===== src/rtl/alu_scalar_issue.sv =====
// alu_scalar_issue: initiator-side front end for the scalar ALU.
// Requests come in over a valid/ready handshake. The operands and the select
// code are registered onto the ALU inputs and held for SETTLE_CYCLES. The
// ALU result and flags are then captured into a registered response, which
// has its own valid/ready handshake.
// Optional feature: define ALU_ISSUE_DIVZERO_EN to intercept div/mod by zero.
// An intercepted operation returns zero with rsp_err set.
module alu_scalar_issue #(
  parameter int WIDTH         = 32,
  parameter int SETTLE_CYCLES = 2,
  parameter int CNT_WIDTH     = 16
) (
  input  logic                 clk,
  input  logic                 rst_n,
  input  logic                 req_valid,
  output logic                 req_ready,
  input  logic [WIDTH-1:0]     req_a,
  input  logic [WIDTH-1:0]     req_b,
  input  logic [2:0]           req_op,
  output logic [WIDTH-1:0]     alu_a,
  output logic [WIDTH-1:0]     alu_b,
  output logic [2:0]           alu_sel,
  input  logic [WIDTH-1:0]     alu_c,
  input  logic [3:0]           alu_flags,
  output logic                 rsp_valid,
  input  logic                 rsp_ready,
  output logic [WIDTH-1:0]     rsp_c,
  output logic [3:0]           rsp_flags,
  output logic                 rsp_err,
  output logic                 busy,
  output logic [CNT_WIDTH-1:0] ops_done
);

  typedef enum logic [1:0] {IDLE, SETTLE, HOLD} state_t;

  localparam logic [3:0]           SETTLE_LOAD = 4'(SETTLE_CYCLES - 1);
  localparam logic [CNT_WIDTH-1:0] CNT_ONE     = CNT_WIDTH'(1);

  state_t     state, state_nx;
  logic [3:0] settle_cnt;
  logic       accept;
  logic       capture;
  logic       consume;

  // Handshake status. req_ready is also gated by rst_n so that a request
  // cannot appear accepted while the block is held in reset.
  always_comb begin
    req_ready = (state == IDLE) && rst_n;
    busy      = (state != IDLE);
    accept    = req_valid && req_ready;
    capture   = (state == SETTLE) && (settle_cnt == 4'd0);
    consume   = (state == HOLD) && rsp_ready;
  end

  // State register.
  always_ff @(posedge clk or negedge rst_n) begin
    if (!rst_n) state <= IDLE;
    else        state <= state_nx;
  end

  // Next-state logic: IDLE -> SETTLE on accept, SETTLE -> HOLD on capture, HOLD -> IDLE on handoff.
  always_comb begin
    state_nx = state;
    case (state)
      IDLE:    if (accept)  state_nx = SETTLE;
      SETTLE:  if (capture) state_nx = HOLD;
      HOLD:    if (consume) state_nx = IDLE;
      default: state_nx = IDLE;
    endcase
  end

  // ALU input drive registers. These change only when a request is accepted.
  always_ff @(posedge clk or negedge rst_n) begin
    if (!rst_n) begin
      alu_a   <= '0;
      alu_b   <= '0;
      alu_sel <= '0;
    end else if (accept) begin
      alu_a   <= req_a;
      alu_b   <= req_b;
      alu_sel <= req_op;
    end
  end

  // Settle counter. It is loaded on accept and counts down to the capture cycle.
  always_ff @(posedge clk or negedge rst_n) begin
    if (!rst_n)                                   settle_cnt <= '0;
    else if (accept)                              settle_cnt <= SETTLE_LOAD;
    else if (state == SETTLE && settle_cnt != '0) settle_cnt <= settle_cnt - 4'd1;
  end

`ifdef ALU_ISSUE_DIVZERO_EN
  logic divzero;

  // Record at acceptance whether the operation is a div/mod by zero.
  always_ff @(posedge clk or negedge rst_n) begin
    if (!rst_n)      divzero <= 1'b0;
    else if (accept) divzero <= ((req_op == 3'd5) || (req_op == 3'd6)) && (req_b == '0);
  end

  // Response capture. A div/mod by zero replaces the ALU output with zero and
  // sets rsp_err. rsp_err stays set until the next operation is accepted.
  always_ff @(posedge clk or negedge rst_n) begin
    if (!rst_n) begin
      rsp_c     <= '0;
      rsp_flags <= '0;
      rsp_err   <= 1'b0;
    end else if (capture) begin
      rsp_c     <= divzero ? '0 : alu_c;
      rsp_flags <= divzero ? 4'b0000 : alu_flags;
      rsp_err   <= divzero;
    end else if (accept) begin
      rsp_err   <= 1'b0;
    end
  end
`else
  // Response capture of the ALU result and flags.
  always_ff @(posedge clk or negedge rst_n) begin
    if (!rst_n) begin
      rsp_c     <= '0;
      rsp_flags <= '0;
    end else if (capture) begin
      rsp_c     <= alu_c;
      rsp_flags <= alu_flags;
    end
  end

  assign rsp_err = 1'b0;
`endif

  // Response valid flag and completed-operation counter. The counter wraps.
  always_ff @(posedge clk or negedge rst_n) begin
    if (!rst_n) begin
      rsp_valid <= 1'b0;
      ops_done  <= '0;
    end else if (capture) begin
      rsp_valid <= 1'b1;
    end else if (consume) begin
      rsp_valid <= 1'b0;
      ops_done  <= ops_done + CNT_ONE;
    end
  end

endmodule


===== config.mk =====
export PLATFORM = sky130hd
export DESIGN_NAME = alu_scalar_issue
export DESIGN_NICKNAME = d
export VERILOG_FILES = /design/src/rtl/alu_scalar_issue.sv
export SDC_FILE = /design/constraint.sdc
export NUM_CORES = 1
export LEC_CHECK = 0
export BUFFER_PORTS_ARGS = -buffer_cell sky130_fd_sc_hd__buf_2
export CAP_MARGIN = 20
export CORE_UTILIZATION = 23
export CTS_BUF_LIST = sky130_fd_sc_hd__clkbuf_8
export DETAILED_ROUTE_END_ITERATION = 10
export HOLD_SLACK_MARGIN = 0.02
export MAX_ROUTING_LAYER = met4
export PLACE_DENSITY_LB_ADDON = 0.2
export SLEW_MARGIN = 15
export SYNTH_ARGS = -nofsm -noshare
export SYNTH_HDL_FRONTEND = slang
export SYNTH_SLANG_ARGS = --single-unit
export TNS_END_PERCENT = 100

===== constraint.sdc =====
create_clock -name clk -period 2.2 [get_ports clk]
set_input_delay 0.11 -clock clk [delete_from_list [all_inputs] [get_ports clk]]
set_output_delay 0.11 -clock clk [all_outputs]
set_load 0.01 [all_outputs]

==> qor.log <==
[global_route] pin count of the biggest net entering global routing 66
[drt] detail-routed net length per standard cell 13.02 um
[drt] number of nets with antenna violations after routing 0
[run_status] outcome complete, no violations
[drt] vias post-DR 3,770
[yosys] Post-synth top cells dfrtp_1, mux2_2, mux2_4, nand2_1, xor2_1
[yosys] cell area after technology mapping 0.004955 mm2
[sta] TNS Setup 0 ps
[cts] total clock buffers created by CTS 17
[layout] net total in the final layout 772
[yosys] most instantiated library cell after synthesis dfrtp_1
[cts] TritonCTS sink count 126
[drt] DRC 0
[yosys] Main synth FF type dfrtp_1
[sta] Fmax achieved 542.6 MHz
[worst_setup_path] Worst Path Required 2510 ps
[yosys] EDFF count, synth 0
[sta] worst hold margin 291.0 ps
[sta] Slew @ Worst Pin 823.1 ps
[yosys] Avg Inst Size Synth 15.53 um2
[run] number of max-cap violations 0
[floorplan] die boundary height 148.8 um
[worst_setup_path] cell chain of the critical path inv_1, ha_1, or3b_4, nand2b_4, buf_12, mux2_4
[floorplan] Std-Cell Core Area 0.02109 mm2
[sta] Final Max Slew Viols 0
[layout] fraction of layout cells with a size suffix above 1 0.5423
[sta] crit path time final 1843 ps
[cts] count of cells resized by post-cts repair 0
[worst_setup_path] Worst path max stage delay 400 ps
[placed_design] gp weighted congestion 0.7057
[layout] utilization after layout 0.3717
[sta] hold violation count in the final report 0
[floorplan] Initial Utilization 0.2350
[worst_setup_path] crit end category flop
[global_route] via count of the first global-routing pass 3,918
[cts] largest buffer count on any clock path 2
[layout] area added between synthesis and finish 58.18%
[global_route] Remaining Overflow, GRT 0
[yosys] cells taking the most area after synthesis dfrtp_1, mux2_2, mux2_4
[yosys] Mapped Nets 429
[yosys] fraction of post-synthesis cell area in the top cell type by area 0.6364
[yosys] post-synthesis register bit count 126
[floorplan] Cell Rows 53
[pwr] leak pwr 3.863 nW
[cts] Skew-Pair Late Insertion Delay 430 ps
[cts] Clock Tree Root clkbuf_8
[layout] diodes inserted 0
[drt] iteration-0 DRC count of the detailed router 97
[yosys] library cell occupying the most area in the post-synthesis netlist dfrtp_1
[global_route] Overall Global Routing Usage 0.1170
[global_route] first-pass GRT wire length 19,420 um
[sta] worst slew margin relative to its limit 0.4513
[yosys] distinct cell type count after synthesis 30
[worst_setup_path] cell type of the slowest stage on the worst timing path or3b_4
[worst_setup_path] category of the worst setup path launch point flop
[worst_setup_path] category of the most critical setup path flop to flop
[floorplan] total I/O pin count 230
[sta] Final Setup Violations 0
[cts] clock slew at the register clock pins of the worst setup and hold paths 70 ps
[yosys] share of the yosys chip area belonging to registers 0.6364
[worst_setup_path] Crit path buffers/inverters 2
[global_route] antenna violations before repair 0
[drt] Via density 3.977
[floorplan] total die area 0.02213 mm2
[yosys] proportion of register bits with asynchronous set or reset after synthesis 1.000
[sta] fin crit share 0.8378
[floorplan] die boundary width 148.8 um
[cts] maximum level of the CTS H-tree 4
[drt] number of detailed-route iterations in the first pass 4
[yosys] number of cells produced by synthesis 319
[sta] Clock Skews 10.10 ps
[placed_design] estimated wirelength of the detail-placed design 8366 um
[pwr] PwrDens 1219 mW/mm2
[worst_setup_path] family with the most delay on the worst path simple AND/OR/NAND/NOR gates
[yosys] Yosys Warn Count 0
[cts] TritonCTS clock tree built
[worst_setup_path] CP Data Arrival Time 2150 ps
[drt] total wirelength of the detailed-routed design 12,340 um
[pwr] peak supply drop 0.4784 mV
[placed_design] PortBufs 228
[worst_hold_path] class of the most critical hold timing path input port to flop
[worst_setup_path] Worst Path Max Fanout 38
[sta] unrepaired setup endpoints after global routing no
==> flip-flops by register name (all words and copies together), names as in the netlist, 2 cells and up <==
name,flops
ops_done,16
state,2
alu_a,32
alu_b,32
rsp_c,32
settle_cnt,4
rsp_flags,4
alu_sel,3
==> power by group <==
group          switching, mW  internal (mW)
combinational           1.65           2.03
sequential             0.541           3.38
clock                  0.887           1.06
total                   3.08           6.47
==> final cells by class <==
| cell class | instances | area (um2) |
|---|---|---|
| Fill cell | 2072 | 13250 |
| Sequential cell | 126 | 3153 |
| Timing Repair Buffer | 338 | 2257 |
| Multi-Input combinational cell | 174 | 1689 |
| Tap cell | 275 | 344.1 |
| Clock buffer | 20 | 275.3 |
| Clock inverter | 10 | 100.1 |
| Inverter | 5 | 18.77 |
==> logic make-up (layout without fill, tap and decap cells) <==
group,count (synthesis),count (layout),share of synthesized area
DFF,126,126,0.6364
muxes,103,103,0.2477
and+or+nand+nor,46,46,0.04950
buffers and inverters,19,373,0.02323
xor gates and xnor gates,17,17,0.03005
AOI/OAI and AO/OA,4,4,0.004797
adders and majority gates,3,3,0.007577
other,1,1,0.0007568
==> placed cells by master, fill, tap and decap left out, types with 2 or more instances in the layout <==
cell type,Yosys,routed
nor2_1,8,8
nor3_1,4,4
dlygate4sd3_1,0,105
buf_4,3,4
xnor2_1,7,7
dfrtp_1,126,126
nand2_1,12,12
inv_1,5,9
clkinvlp_4,0,2
clkinv_2,0,2
bufinv_16,0,2
nand3_1,7,7
xor2_1,10,10
clkbuf_8,0,20
nand4_1,2,2
buf_12,0,2
and3_1,3,3
mux2_2,85,85
a21oi_1,2,2
mux2_4,18,18
buf_2,8,227
ha_1,3,3
==> through the flow <==
stage / instance area, um2 / setup WS, ps / power, mW / cells
final: 7838 / 356.9 / 9.551 / 948
after detailed placement: 6411 / 370.0 / 7.548 / 813
after global placement: 6411 / 407.2 / 7.443 / 813
after CTS: 7838 / 351.2 / 9.737 / 948
after floorplan: 4955 / 382.8 / 6.016 / 319
after global routing: 7838 / 284.9 / 10.21 / 948
==> layer usage <==
metal  track usage  vias to the layer above  part of all wire
li1              -                     1789                 -
met1        0.1301                     1836              0.41
met3       0.02997                       16             0.041
met2        0.1956                      129              0.53
met5             -                        -                 0
met4       0.05612                        0             0.024
==> worst paths after layout <==
check | start | end | slack, ps | cells past startpoint
min in group asynchronous | rst_n | rsp_c[20]$_DFFE_PN0N_ | 440 | 3
max in group asynchronous | rst_n | alu_b[6]$_DFFE_PN0P_ | 1190 | 3
max reg2reg | settle_cnt[0]$_DFFE_PN0P_ | rsp_c[22]$_DFFE_PN0N_ | 360 | 6
min | req_valid | settle_cnt[3]$_DFFE_PN0P_ | 290 | 4
max | settle_cnt[0]$_DFFE_PN0P_ | rsp_c[22]$_DFFE_PN0N_ | 360 | 6
min reg2reg | rsp_valid$_DFFE_PN0P_ | rsp_valid$_DFFE_PN0P_ | 480 | 2
==> worst register-to-register path: stages, from the launching register on <==
cell and delay [ps]:
dfrtp_1 370, inv_1 120, ha_1 160, or3b_4 400, nand2b_4 160, buf_12 200, mux2_4 330
==> what timing repair did <==
item,4_1_cts,5_1_grt
setup buffers,0,0
hold buffers,105,0
endpoints found under the hold margin,231,0
Note: power is estimated with default switching activity, not from simulation.
